**src/rtl/cam_pkg.sv**
```systemverilog
// Shared definitions for the camera pixel capture block: FSM states,
// standard resolutions and the frame counter width.
package cam_pkg;

  typedef enum logic [1:0] {
    IDLE,
    VBLANK,
    LWAIT,
    ACTIVE
  } cam_state_t;

  localparam int VGA_H_ACTIVE  = 640;
  localparam int VGA_V_ACTIVE  = 480;
  localparam int QVGA_H_ACTIVE = 320;
  localparam int QVGA_V_ACTIVE = 240;

  localparam int FRAME_CNT_W = 16;

endpackage

```
**src/rtl/cam_byte_assembler.sv**
```systemverilog
// Packs BPP consecutive camera bytes into one pixel word; 'done' flags the
// byte that completes a pixel, with 'word' already holding the full pixel.
module cam_byte_assembler #(
  parameter int DIN_W     = 8,
  parameter int BPP       = 2,
  parameter int MSB_FIRST = 1
) (
  input  logic                   pclk,
  input  logic                   reset,
  input  logic                   en,
  input  logic                   clr,
  input  logic [DIN_W-1:0]       din,
  output logic [BPP*DIN_W-1:0]   word,
  output logic                   done,
  output logic [1:0]             cnt
);

  localparam int OW = BPP * DIN_W;

  logic [OW-1:0] sr;
  logic [OW-1:0] shifted;

  // MSB-first shifts bytes up from the bottom; LSB-first shifts them down
  // from the top, so after BPP bytes the first byte sits at the chosen end.
  always_comb begin
    if (MSB_FIRST != 0) begin
      shifted = (sr << DIN_W) | OW'(din);
    end else begin
      shifted = (sr >> DIN_W) | (OW'(din) << (OW - DIN_W));
    end
    word = shifted;
    done = en && (cnt == 2'(BPP - 1));
  end

  always_ff @(posedge pclk or posedge reset) begin
    if (reset) begin
      sr  <= '0;
      cnt <= '0;
    end else if (clr) begin
      sr  <= '0;
      cnt <= '0;
    end else if (en) begin
      if (done) begin
        sr  <= '0;
        cnt <= '0;
      end else begin
        sr  <= shifted;
        cnt <= cnt + 2'd1;
      end
    end
  end

endmodule

```
**src/rtl/cam_pixel_capture.sv**
```systemverilog
// Camera DVP capture: registers vsync/href/data, tracks frame/line state and
// emits assembled pixels with position, framing markers and error pulses.
module cam_pixel_capture
  import cam_pkg::*;
#(
  parameter int DIN_W     = 8,
  parameter int BPP       = 2,
  parameter int H_ACTIVE  = VGA_H_ACTIVE,
  parameter int V_ACTIVE  = VGA_V_ACTIVE,
  parameter int MSB_FIRST = 1
) (
  input  logic                            pclk,
  input  logic                            reset,
  input  logic [DIN_W-1:0]                din,
  input  logic                            vsync,
  input  logic                            href,
  output logic [BPP*DIN_W-1:0]            dout,
  output logic                            dout_valid,
  output logic                            sof,
  output logic                            eol,
  output logic                            eof,
  output logic [$clog2(H_ACTIVE+1)-1:0]   x,
  output logic [$clog2(V_ACTIVE+1)-1:0]   y,
  output logic                            line_err,
  output logic                            frame_err,
  output logic [FRAME_CNT_W-1:0]          frame_cnt
);

  localparam int XW = $clog2(H_ACTIVE + 1);
  localparam int YW = $clog2(V_ACTIVE + 1);
  localparam int PW = $clog2(H_ACTIVE + 2);

  localparam logic [PW-1:0] PIX_FULL  = PW'(H_ACTIVE);
  localparam logic [PW-1:0] PIX_LAST  = PW'(H_ACTIVE - 1);
  localparam logic [XW-1:0] X_SAT     = XW'(H_ACTIVE);
  localparam logic [YW-1:0] LINE_FULL = YW'(V_ACTIVE);
  localparam logic [YW-1:0] LINE_LAST = YW'(V_ACTIVE - 1);

  cam_state_t          state;
  logic [DIN_W-1:0]    din_r;
  logic                href_r;
  logic                vsync_r;
  logic [PW-1:0]       pix_cnt;
  logic [YW-1:0]       line_cnt;

  logic                accept;
  logic                line_end;
  logic                frame_end;
  logic                pix_done;
  logic [1:0]          byte_cnt;
  logic [BPP*DIN_W-1:0] word;

  always_comb begin
    accept    = href_r && !vsync_r && (state == LWAIT || state == ACTIVE);
    line_end  = (state == ACTIVE) && (vsync_r || !href_r);
    frame_end = vsync_r && (state == LWAIT || state == ACTIVE);
  end

  cam_byte_assembler #(
    .DIN_W     (DIN_W),
    .BPP       (BPP),
    .MSB_FIRST (MSB_FIRST)
  ) u_asm (
    .pclk  (pclk),
    .reset (reset),
    .en    (accept),
    .clr   (!accept),
    .din   (din_r),
    .word  (word),
    .done  (pix_done),
    .cnt   (byte_cnt)
  );

  always_ff @(posedge pclk or posedge reset) begin
    if (reset) begin
      state      <= IDLE;
      din_r      <= '0;
      href_r     <= 1'b0;
      vsync_r    <= 1'b0;
      pix_cnt    <= '0;
      line_cnt   <= '0;
      dout       <= '0;
      dout_valid <= 1'b0;
      sof        <= 1'b0;
      eol        <= 1'b0;
      eof        <= 1'b0;
      x          <= '0;
      y          <= '0;
      line_err   <= 1'b0;
      frame_err  <= 1'b0;
      frame_cnt  <= '0;
    end else begin
      din_r      <= din;
      href_r     <= href;
      vsync_r    <= vsync;
      dout_valid <= 1'b0;
      sof        <= 1'b0;
      eol        <= 1'b0;
      eof        <= 1'b0;
      line_err   <= 1'b0;
      frame_err  <= 1'b0;

      unique case (state)
        IDLE:    if (vsync_r) state <= VBLANK;
        VBLANK:  if (!vsync_r) state <= LWAIT;
        LWAIT:   if (vsync_r) state <= VBLANK;
                 else if (href_r) state <= ACTIVE;
        ACTIVE:  if (vsync_r) state <= VBLANK;
                 else if (!href_r) state <= LWAIT;
        default: state <= IDLE;
      endcase

      // pix_cnt runs one past H_ACTIVE so an over-long line is still
      // distinguishable from an exact one when the line closes.
      if (pix_done) begin
        dout       <= word;
        dout_valid <= 1'b1;
        x          <= (pix_cnt >= PIX_FULL) ? X_SAT : XW'(pix_cnt);
        y          <= line_cnt;
        sof        <= (pix_cnt == '0) && (line_cnt == '0);
        eol        <= (pix_cnt == PIX_LAST);
        eof        <= (pix_cnt == PIX_LAST) && (line_cnt == LINE_LAST);
        if (pix_cnt <= PIX_FULL) pix_cnt <= pix_cnt + 1'b1;
      end

      if (line_end) begin
        line_err <= (byte_cnt != 2'd0) || (pix_cnt != PIX_FULL);
        pix_cnt  <= '0;
        if (!vsync_r && line_cnt != LINE_FULL) line_cnt <= line_cnt + 1'b1;
      end

      if (frame_end) begin
        frame_err <= (line_cnt != LINE_FULL);
        if (line_cnt == LINE_FULL) frame_cnt <= frame_cnt + 1'b1;
        line_cnt  <= '0;
      end
    end
  end

endmodule

```
**config.mk**
```make
export PLATFORM = sky130hd
export DESIGN_NAME = cam_pixel_capture
export DESIGN_NICKNAME = d
export VERILOG_FILES = /design/src/rtl/cam_pkg.sv /design/src/rtl/cam_byte_assembler.sv /design/src/rtl/cam_pixel_capture.sv
export SDC_FILE = /design/constraint.sdc
export NUM_CORES = 1
export LEC_CHECK = 0
export BUFFER_PORTS_ARGS = -buffer_cell sky130_fd_sc_hd__buf_4
export CAP_MARGIN = 20
export CORE_MARGIN = 2
export CORE_UTILIZATION = 40
export CTS_CLUSTER_SIZE = 24
export DETAILED_ROUTE_END_ITERATION = 12
export GPL_TIMING_DRIVEN = 0
export SETUP_SLACK_MARGIN = 0.3
export SLEW_MARGIN = 0
export SYNTH_ARGS = -nofsm -noshare
export SYNTH_HDL_FRONTEND = slang
export SYNTH_SLANG_ARGS = --single-unit
```
**constraint.sdc**
```tcl
create_clock -name pclk -period 6 [get_ports pclk]
set_input_delay 0.9 -clock pclk [delete_from_list [all_inputs] [get_ports pclk]]
set_output_delay 0.9 -clock pclk [all_outputs]
set_load 0.01 [all_outputs]
```
---- Word-level counts from Yosys, hierarchy flattened ----
Cells that the tools add are included.
cells by class
  add/subtract/negate cells ............... 4
  multipliers ............................. 0
  div/mod/pow operators ................... 0
  magnitude comparators ................... 2
  eq/ne operators ......................... 13
  shift operators ......................... 0
  mux-type cells .......................... 24
  bitwise logic cells ..................... 1
  reductions and logical operators ........ 25
operators with widths
  operator                                                          count
  10-bit two-way mux                                                4
  9-bit two-way mux                                                 3
  9-bit == test (second input constant)                             2
  16-bit by 1-bit adder with 16-bit output (second input constant)  1
  2-bit two-way mux                                                 8
  8-bit two-way mux                                                 2
  16-bit by 8-bit OR with 16-bit output                             1
  10-bit by 1-bit adder with 10-bit output (second input constant)  1
  10-bit == test (second input constant)                            1
  10-bit greater-or-equal comparator (second input constant)        1
  10-bit <= comparator (second input constant)                      1
  10-bit logical NOT                                                1
  10-bit inequality test (second input constant)                    1
  2-bit nonzero test                                                5
  9-bit by 1-bit adder with 9-bit output (second input constant)    1
  9-bit logical NOT                                                 1
  9-bit inequality test (second input constant)                     1
  1-bit logical AND                                                 8
  2-bit case mux with 4 select lines                                1
  1-bit two-way mux                                                 6
  3-bit inequality test (second input constant)                     2
  2-bit AND reduction                                               3
  2-bit by 1-bit == test with 1-bit output (second input constant)  2
  2-bit == test (second input constant)                             2
  6 further kinds                                                   10
storage, ports and cells
  flip-flop bits (word level) ............. 98
  bits in latches ......................... 0
  memory bits (writable) .................. 0
  bits in read-only memories .............. 0
  bits of input ports ..................... 12
  word-level logic and storage cells ...... 87
  memories ................................ 0

---- Logic depth before layout (Yosys ltp) ----
Gate-level depths: netlist of the first run.
  depth after elaboration ................. 6
  mapped depth ............................ 9
  mapped depth without buffers ............ 6

---- Modules after synthesis ----
Synthesis of the first run repeated with hierarchy kept, for this count alone.
second synthesis, totals
  cell total of the unflattened synthesis .. 360
  area, all modules ....................... 4,182.8 µm²
by module, submodules not included
  module              times used  cells each  area each (µm²)
  cam_pixel_capture   1           307         3,692.3
  cam_byte_assembler  1           53          490.5

---- Worst setup path after synthesis of the first run ----
Ideal clock, no wire load.
  path type ............................... register -> register
  start point ............................. register line_cnt[0]
  end point ............................... register frame_cnt[8]
  arrival ................................. 1.935 ns
  data required time ...................... 5.874 ns
  slack ................................... 3.939 ns
  cell stages (with the launch flop) ...... 8
  cells stage by stage .................... dfrtp_1 > inv_1 > ha_1 > or4b_1 > buf_2 > nor4_4 > nand4_1 > xnor2_1
on the way
  longest elaborated chain between the ends .. 2
RTL lines
  item                                  line                      text
  from (decl)                           cam_pixel_capture.sv:44   logic [YW-1:0] line_cnt;
  from (signal assigned)                cam_pixel_capture.sv:129  if (!vsync_r && line_cnt != LINE_FULL) line_cnt <= line_cnt + 1'b1;
  9-bit == test                         cam_pixel_capture.sv:134  if (line_cnt == LINE_FULL) frame_cnt <= frame_cnt + 1'b1;
  2-bit AND reduction (no source line)  --
  to (signal assigned)                  cam_pixel_capture.sv:134
  to (decl)                             cam_pixel_capture.sv:26   output logic [FRAME_CNT_W-1:0] frame_cnt
Every way passes these cells.
A chain may end at the register's enable or synchronous reset.

---- Final worst setup path of the first run ----
  start point ............................. register u_asm.cnt[1]
  end point ............................... register dout[3]
on the way
  longest elaborated chain between the ends .. 2
RTL lines
  item                                      line                      text
  from (decl)                               cam_byte_assembler.sv:15  output logic [1:0] cnt
  from (signal assigned)                    cam_byte_assembler.sv:48  cnt <= cnt + 2'd1;
  2-bit by 1-bit == test with 1-bit output  cam_byte_assembler.sv:32  done = en && (cnt == 2'(BPP - 1));
  1-bit logical AND                         cam_byte_assembler.sv:32
  to (signal assigned)                      cam_pixel_capture.sv:116  dout <= word;
  to (decl)                                 cam_pixel_capture.sv:17   output logic [BPP*DIN_W-1:0] dout,
Every way passes these cells.

==> reports/metrics.yaml, run 1 <==
logic_synthesis:
  synth_seq_cells: 98
  avgSynthCellArea_um2: 10.4
  yosysMostFrequentCell: "nand2_1"
  synth.top_cells.by_count: "107 x nand2_1, 98 x dfrtp_1, 15 x clkbuf_1, 15 x o21ai_0, 15 x xnor2_1"
  synth_edf_count: 0
  synthArstFlopShare: 1.00
  synth_fp_nets: 406
  ys_types: 43
  synth_top_flop_cell: "dfrtp_1"
  syn_inst: 389
  netlist_area_um2: 4040
  synth_area_leader_cell: "dfrtp_1"
  yosys_warnings: 0
  yosys-top-cells-area: "dfrtp_1 61%, nand2_1 9.9%, xnor2_1 3.3%, and3_1 2.0%, o21ai_0 1.9%"
  ys_seq_area_frac: 0.607
  netlist.area_leader.share: 0.607
setup_path:
  startpoint: "u_asm.cnt[1]"
  crit_slowest_cell: "buf_1"
  cp_data_arrival_time_ps: 2630
  crit_fanout: 10
  max_stage_delay_ps: 410
  worst-setup-path-type: "reg2reg"
  startpoint_type: "flip-flop"
  end_kind: "flip-flop"
  worstReg2RegStart: "u_asm.cnt[1]"
  path_cells: "nand2b_1 > clkbuf_1 > or2_2 > clkbuf_1 > inv_1 > buf_2 > buf_1 > nand2_1 > nand2_1"
  required_ps: 6300
sta:
  rsz0062_at_grt: "false"
  hold_slack_ps: 439
  worstMarginPinSlew_ps: 583
  slew_viol_final: 0
  hold_viol: 0
  report.final.setup_viol: 0
  fin_crit_sh: 0.388
  layout_min_cycle_time_ps: 2330
  clock_skew_ps: 13.3
  setup_tns_ps: 0
  timing.slew.headroom: 0.609
  max_freq_ghz: 0.429
layout:
  syn_to_final_growth_pct: 22.0
  nNetsFinal: 486
  diodes: 0
  drive_above_1_share: 0.203
  stdcell_area_um2: 4930
place:
  place_area_um2: 4750
  portBuffers: 68
  gp_congestion: 0.761
  place_hpwl_um: 5790
die:
  initial_core_util: 0.413
  die_area_um2: 10900
  rows: 36
  die_y_um: 105
  core_um2: 9770
  die_w_um: 105
  ios: 69
global_routing:
  antenna_found_initial: 0
  grt_overflow: 0
  grt_usage: 0.165
  grt_pass1_vias: 2952
  grt_pass1_wl_um: 14600
  grt_max_degree: 57
clocking:
  cts_max_path_buffers: 2
  htreeDepth: 3
  cts_tree: "done"
  cts_setup_buffers: 0
  cts_buffers: 9
  path_clk_slew_ps: 110
  cts_resized: 0
  hold_buffers: 0
  cts-root-buf: "clkbuf_8"
  cts_sinks: 98
  clk_latency_ps: 370
power:
  p_switching_w: 0.000303
  vdd_drop_max_uv: 111
  pwr-share-comb: 0.068
  p_sw_frac: 0.258
  clkPwrFrac: 0.344
  p_int_w: 0.000870
  leakagePower_nw: 2.45
  seq_power_share: 0.588
  p_per_area_nw_per_um2: 238
drt:
  drtAntennaViolNets: 0
  dr_total_vias: 2969
  wl_per_cell_um: 13.8
  drt_iter0_markers: 110
  remaining_drc_errors: 0
  first_pass_iters: 4
  vias_per_cell: 4.89
  routed_wl_um: 8400
status:
  status: "finished clean"
job:
  maxCapViolations: 0
worst_hold_path:
  hp-class: "reg2reg"
  worstHoldStart: "u_asm.sr[3]"
## final timing paths
check	slack [ps]	cells past startpoint	endpoint
max	3670	9	dout[3]
min	440	2	dout[11]
max reg2reg	3670	9	dout[3]
min reg2reg	440	2	dout[11]
max in group asynchronous	4750	3	line_cnt[0]
min in group asynchronous	590	2	frame_cnt[12]
## sequential cells by signal, summed over array words and instances, names as in the netlist, 2 cells and up
signal / count
x: 10
dout: 16
pix_cnt: 10
u_asm.cnt: 2
u_asm.sr: 8
line_cnt: 9
y: 9
frame_cnt: 16
din_r: 8
state: 2
## through the flow
stage	setup slack (ps)	instances	utilization	power, W
3_5_place_dp	3660	591	0.486	0.000785
6_report	3670	607	0.505	0.00117
4_1_cts	3650	607	0.505	0.00119
3_3_place_gp	1410	590	0.483	0.000780
2_1_floorplan	2540	389	-	0.000746
5_1_grt	3390	607	0.505	0.00123
## power groups by stage
stage / Combinational, W / Sequential [W] / Clock [W]
4_1_cts: 0.0000823 / 0.000690 / 0.000419
2_1_floorplan: 0.0000401 / 0.000705 / 0
6_report: 0.0000799 / 0.000690 / 0.000403
5_1_grt: 0.0000909 / 0.000693 / 0.000448
3_3_place_gp: 0.0000781 / 0.000702 / 0
3_5_place_dp: 0.0000823 / 0.000702 / 0
## kinds of logic (layout without fill, tap and decap cells)
kind of cell / count (synthesis) / count (layout) / share of synthesized area
buffers and inverters: 27 / 112 / 0.0263
multiplexers: 4 / 4 / 0.0102
AO/OA/AOI/OAI: 45 / 45 / 0.0694
AND/OR/NAND/NOR: 192 / 192 / 0.233
adder cells (fa/ha/maj): 5 / 5 / 0.0155
XOR/XNOR: 18 / 18 / 0.0390
flip-flops: 98 / 98 / 0.607
## cell usage in the layout (no fill, tap or decap), types with 2 or more instances in the layout
cell      count
nand2b_1      3
ha_1          5
nor3_1        2
buf_4        68
nor2_1       10
o21ai_0      15
clkbuf_1     15
nand3_1      14
clkbuf_8      9
nor4_1        2
buf_2         4
dfrtp_1      98
o41ai_1       2
o211ai_1      2
mux2i_1       3
nand2_1     107
and2_1        5
nand3b_1      3
clkinv_4      3
and3_1       13
nand4_1      11
xnor2_1      15
and4_1        4
or3_1         3
inv_1         6
or4_1         8
inv_6         2
a21oi_1      10
o311ai_0      2
xor2_1        3
o31ai_1       7
## final cells by class
class                           instances  area (um^2)
Buffer                                 20         80.1
Clock buffer                            9          124
Clock inverter                          7         60.1
Fill cell                             921         4840
Inverter                                7         28.8
Multi-Input combinational cell        264         1480
Sequential cell                        98         2450
Tap cell                              133          166
Timing Repair Buffer                   69          538
## routing by layer
metal,vias up,share of wire,global-route usage
met5,-,0,0
met4,0,0.013,0.0569
met3,8,0.045,0.0457
met2,60,0.43,0.241
met1,1410,0.51,0.236
li1,1491,-,-
## critical path: cells and delay by family, from the launching register on
family / cells / cell delay (ps)
buffers and inverters: 5 / 1200
flip-flops: 1 / 400
AND/OR/NAND/NOR: 4 / 680
Note: power is estimated with default switching activity, not from simulation.
==> inputs of run 2 (changes only) <==
==> constraint.sdc (replaced) <==
create_clock -name pclk -period 2 [get_ports pclk]
set_input_delay 0.3 -clock pclk [delete_from_list [all_inputs] [get_ports pclk]]
set_output_delay 0.3 -clock pclk [all_outputs]
set_load 0.01 [all_outputs]
==> run 2 against run 1 <==
The flow now finishes with violations (negative setup slack). Largest cell class unchanged. Fmax is 13% higher. Critical path depth stayed put. Total power grew to 3.2 times the previous value. Cell count is 6.3% higher. Count of clock-buffer cells in the layout stayed put. Sequential power grew to 3.0 times the previous value. Critical endpoint is now line_cnt[0]. Die area stayed put. Clock skew is 4.6 ps lower. Wire length is 12% higher. Register-to-register slack worse by 3700 ps.
==> reports/metrics.yaml, run 2 (synthesized netlist as in run 1, its figures left out) <==
sta:
  clock_skew_ps: 8.60
  setup_tns_ps: -167
  fin_crit_sh: 1.03
  report.final.setup_viol: 7
  max_freq_ghz: 0.485
  timing.slew.headroom: 0.520
  rsz0062_at_grt: "true"
  setup_slack_ps: -61.5
  layout_min_cycle_time_ps: 2060
  hold_viol: 0
  slew_viol_final: 0
  worstMarginPinSlew_ps: 719
setup_path:
  startpoint_type: "flip-flop"
  crit_buf_inv: 4
  crit_top_cell: "buf_6"
  worst-setup-path-type: "reg2reg"
  crit_slowest_cell: "or4b_4"
  crit_fanout: 7
  max_stage_delay_ps: 450
  required_ps: 2240
  path_cells: "inv_2 > ha_4 > or4b_4 > buf_6 > buf_4 > o21ai_4 > buf_6 > xnor2_2 > a21oi_2"
  cp_top_family: "buffers and inverters"
  end_kind: "flip-flop"
  cp_data_arrival_time_ps: 2300
clocking:
  cts_buffers: 9
  cts_sinks: 98
  cts_tree: "done"
  path_clk_slew_ps: 90
  cts-root-buf: "clkbuf_8"
  hold_buffers: 0
  clk_latency_ps: 370
  htreeDepth: 3
  cts_max_path_buffers: 2
layout:
  layout_common_cells: "107 x nand2_1, 97 x buf_4, 92 x dfrtp_1, 14 x xnor2_1, 14 x o21ai_0"
  diodes: 0
  drive_above_1_share: 0.359
  regArea_um2: 2460
  nNetsFinal: 525
  multi_input_area_um2: 1700
  fillCellCount: 878
  syn_to_final_growth_pct: 39.3
  final_common_cell: "nand2_1"
  top_regs: "dout (16), frame_cnt (16)"
status:
  status: "finished, violations left"
  violations: "negative setup slack"
drt:
  vias_per_cell: 4.98
  drt_iter0_markers: 129
  drtAntennaViolNets: 0
  first_pass_iters: 4
  dr_total_vias: 3210
  wl_per_cell_um: 14.6
  remaining_drc_errors: 0
  routed_wl_um: 9440
global_routing:
  antenna_found_initial: 0
  grt_pass1_wl_um: 15100
  grt_max_degree: 35
  grt_overflow: 0
  grt_pass1_vias: 3085
  grt_usage: 0.171
place:
  gp_congestion: 0.824
  place_hpwl_um: 5820
  portBuffers: 68
die:
  rows: 36
  initial_core_util: 0.413
  core_um2: 9770
  die_y_um: 105
  ios: 69
  die_area_um2: 10900
  die_w_um: 105
power:
  total_power_w: 0.00381
  vdd_drop_max_uv: 363
  leakagePower_nw: 2.77
  p_per_area_nw_per_um2: 676
job:
  maxCapViolations: 0
worst_hold_path:
  hp-class: "in2reg"
[run 2: cell count changes in the layout (fill, tap and decap cells not counted), sizes merged]
cell,previous run,this run
inv,10,7
buf,74,113
bufinv,0,2
clkinvlp,0,1
clkinv,4,3
[run 2: worst paths after layout]
| kind | start | end | slack, ps | depth (start not counted) |
|---|---|---|---|---|
| min in group asynchronous | reset | line_cnt[7] | 40 | 2 |
| setup reg to reg | line_cnt[1] | line_cnt[0] | -60 | 9 |
| hold / removal | din[0] | din_r[0] | 30 | 1 |
| hold reg to reg | u_asm.sr[3] | dout[11] | 440 | 2 |
| max in group asynchronous | reset | dout[8] | 1120 | 4 |
| setup / recovery | line_cnt[1] | line_cnt[0] | -60 | 9 |
[run 2: per-stage QoR]
step	setup slack, ps	instances	util	instance area, um^2	hold WS (ps)
finish	-61.5	645	0.576	5630	34.9
global route	-96.3	645	0.576	5630	17.9
CTS	-65.3	628	0.544	5320	15.8
detailed placement	-165	592	0.491	4800	411
global placement	-127	590	0.487	4760	409
floorplan	81.6	389	-	4080	331
[run 2: power by group]
part | total [W] | switching, W | internal [W]
Sequential | 0.00207 | 0.0000334 | 0.00203
Combinational | 0.000344 | 0.000176 | 0.000168
Clock | 0.00140 | 0.000692 | 0.000704
[run 2: what timing repair did]
item / CTS / global route
setup buffers: 18 / 14
endpoints found under the setup margin: 64 / 66
cloned: 3 / 3
hold endpoints to repair: 0 / 0
pin swaps: 22 / 28
gates resized for setup: 40 / 45
[run 2: metal layers]
metal	vias to the layer above	GRT usage	wire length, um
met5	-	0	0
met4	0	0.0878	225
met3	18	0.0332	482
met2	94	0.254	4320
met1	1532	0.237	4420
li1	1566	-	-
[run 2: area by class of cell]
class | instances | area share
Buffer | 20 | 0.0298
Clock buffer | 9 | 0.0220
Clock inverter | 6 | 0.0162
Inverter | 7 | 0.00578
Multi-Input combinational cell | 264 | 0.302
Sequential cell | 98 | 0.437
Tap cell | 133 | 0.0296
Timing Repair Buffer | 108 | 0.158
==> inputs of run 3 (changes only) <==
--- a/config.mk
+++ b/config.mk
@@ -7,11 +7,14 @@
 export LEC_CHECK = 0
 export BUFFER_PORTS_ARGS = -buffer_cell sky130_fd_sc_hd__buf_4
 export CAP_MARGIN = 20
+export CELL_PAD_IN_SITES_DETAIL_PLACEMENT = 0
+export CELL_PAD_IN_SITES_GLOBAL_PLACEMENT = 1
 export CORE_MARGIN = 2
-export CORE_UTILIZATION = 40
+export CORE_UTILIZATION = 39
 export CTS_CLUSTER_SIZE = 24
 export DETAILED_ROUTE_END_ITERATION = 12
 export GPL_TIMING_DRIVEN = 0
+export PLACE_DENSITY_LB_ADDON = 0.1
 export SETUP_SLACK_MARGIN = 0.3
 export SLEW_MARGIN = 0
 export SYNTH_ARGS = -nofsm -noshare
==> run 3 against run 2 <==
The run still ends with negative setup slack left. Worst setup slack gained 8.4 ps. First-iteration DRC count shrank 7.8%. Wire length grew 1.7%. Non-clock buffer count shrank 6. Clock power shrank 15%. Largest cell class unchanged. Largest power group unchanged.
==> reports/metrics.yaml, run 3 (synthesized netlist as in run 1, its figures left out) <==
status:
  status: "finished, violations left"
  violations: "negative setup slack"
layout:
  diodes: 0
  top_regs: "dout (16), frame_cnt (16)"
  utilization: 0.550
  final_common_cell: "nand2_1"
  nNetsFinal: 519
  final_cells: 643
  drive_above_1_share: 0.367
  syn_to_final_growth_pct: 38.7
  layout_common_cells: "105 x nand2_1, 91 x buf_4, 91 x dfrtp_1, 14 x o21ai_0, 13 x and3_1"
global_routing:
  grt_pass1_vias: 3183
  antenna_found_initial: 0
  grt_pass1_wl_um: 15700
  grt_overflow: 0
  grt_usage: 0.174
  grt_max_degree: 38
drt:
  wl_per_cell_um: 14.9
  drt_iter0_markers: 119
  routed_wl_um: 9600
  remaining_drc_errors: 0
  dr_total_vias: 3205
  drtAntennaViolNets: 0
  vias_per_cell: 4.98
  first_pass_iters: 4
place:
  portBuffers: 68
  place_ws_ps: -144
  gp_congestion: 0.808
  place_inst: 595
  place_hpwl_um: 6070
power:
  p_int_w: 0.00268
  p_per_area_nw_per_um2: 646
  clkPwrFrac: 0.330
  pwr-share-comb: 0.100
  leakagePower_nw: 2.73
  p_switching_w: 0.000945
  p_sw_frac: 0.261
  seq_power_share: 0.570
  vdd_drop_max_uv: 301
clocking:
  path_clk_slew_ps: 100
  clk_latency_ps: 370
  htreeDepth: 3
  cts_buffers: 9
  hold_buffers: 0
  cts_max_path_buffers: 2
  cts_sinks: 98
  cts_tree: "done"
  cts-root-buf: "clkbuf_8"
setup_path:
  end_kind: "flip-flop"
  crit_slowest_cell: "or4b_4"
  rr_worst_depth: 7
  startpoint_type: "flip-flop"
  max_stage_delay_ps: 450
  path_cells: "inv_2 > ha_4 > or4b_4 > buf_6 > buf_6 > nor3_4 > mux2_4"
  r2r_setup_slack_ps: -50
  r2r_end: "frame_cnt[1]"
  worstReg2RegStart: "line_cnt[1]"
  crit_fanout: 6
  crit_top_cell: "buf_6"
  required_ps: 2260
  worst-setup-path-type: "reg2reg"
  cp_data_arrival_time_ps: 2310
die:
  initial_core_util: 0.397
  core_um2: 10200
  rows: 37
  ios: 69
  die_area_um2: 11200
  die_y_um: 106
  die_w_um: 106
job:
  maxCapViolations: 0
sta:
  max_freq_ghz: 0.487
  clock_skew_ps: 12.2
  report.final.setup_viol: 5
  worstMarginPinSlew_ps: 666
  setup_slack_ps: -53.1
  hold_viol: 0
  hold_slack_ps: 13.3
  timing.slew.headroom: 0.555
  rsz0062_at_grt: "true"
  slew_viol_final: 0
  fin_crit_sh: 1.03
  layout_min_cycle_time_ps: 2050
worst_hold_path:
  hp-class: "in2async"
## run 3: worst max path at each step
stage | cells past startpoint | slack (ps) | start | to
final | 7 | -50 | line_cnt[1] | frame_cnt[1]
after detailed placement | 7 | -140 | line_cnt[1] | frame_cnt[13]
after CTS | 8 | -60 | line_cnt[1] | frame_cnt[7]
after global placement | 2 | -180 | reset | din_r[0]
after global routing | 7 | -120 | line_cnt[0] | frame_cnt[1]
after floorplan | 7 | 80 | line_cnt[0] | frame_cnt[8]
## run 3: final cells by class
| class | instances | area (um^2) |
|---|---|---|
| Clock inverter | 7 | 53.8 |
| Clock buffer | 9 | 124 |
| Tap cell | 136 | 170 |
| Sequential cell | 98 | 2460 |
| Inverter | 7 | 30.0 |
| Fill cell | 946 | 4580 |
| Multi-Input combinational cell | 264 | 1730 |
| Timing Repair Buffer | 102 | 872 |
| Buffer | 20 | 163 |
## run 3: layer usage
layer	GRT usage	wire length [um]	vias to the layer above
met1	0.247	4560	1566
met4	0.0648	172	0
met5	0	0	-
met2	0.262	4370	74
met3	0.0408	500	13
li1	-	-	1552
## run 3: worst max-delay path, delay by kind of cell (launching register included)
kind | cells | cell delay [ps]
and+or+nand+nor | 2 | 760
DFF | 1 | 410
buffers and inverters | 3 | 350
muxes | 1 | 330
adders and majority gates | 1 | 120
## run 3: power by group through the flow
stage	Clock (W)	Sequential (W)	Combinational, W
4_1_cts	0.00123	0.00207	0.000331
3_3_place_gp	0	0.00211	0.000242
2_1_floorplan	0	0.00212	0.000124
3_5_place_dp	0	0.00211	0.000255
5_1_grt	0.00130	0.00208	0.000401
6_report	0.00119	0.00207	0.000362
## run 3: metrics by stage
stage	total power (W)	setup TNS (ps)	cell area (um^2)
finish	0.00362	-106	5610
global route	0.00378	-944	5610
CTS	0.00362	-460	5290
detailed placement	0.00236	-1660	4800
global placement	0.00235	-18610	4760
floorplan	0.00224	0	4080
## run 3: repair_timing
item / CTS / global route
pin swaps: 20 / 30
setup buffers: 21 / 6
gates cloned: 1 / 4
gates resized for setup: 36 / 53
endpoints found under the setup margin: 68 / 64
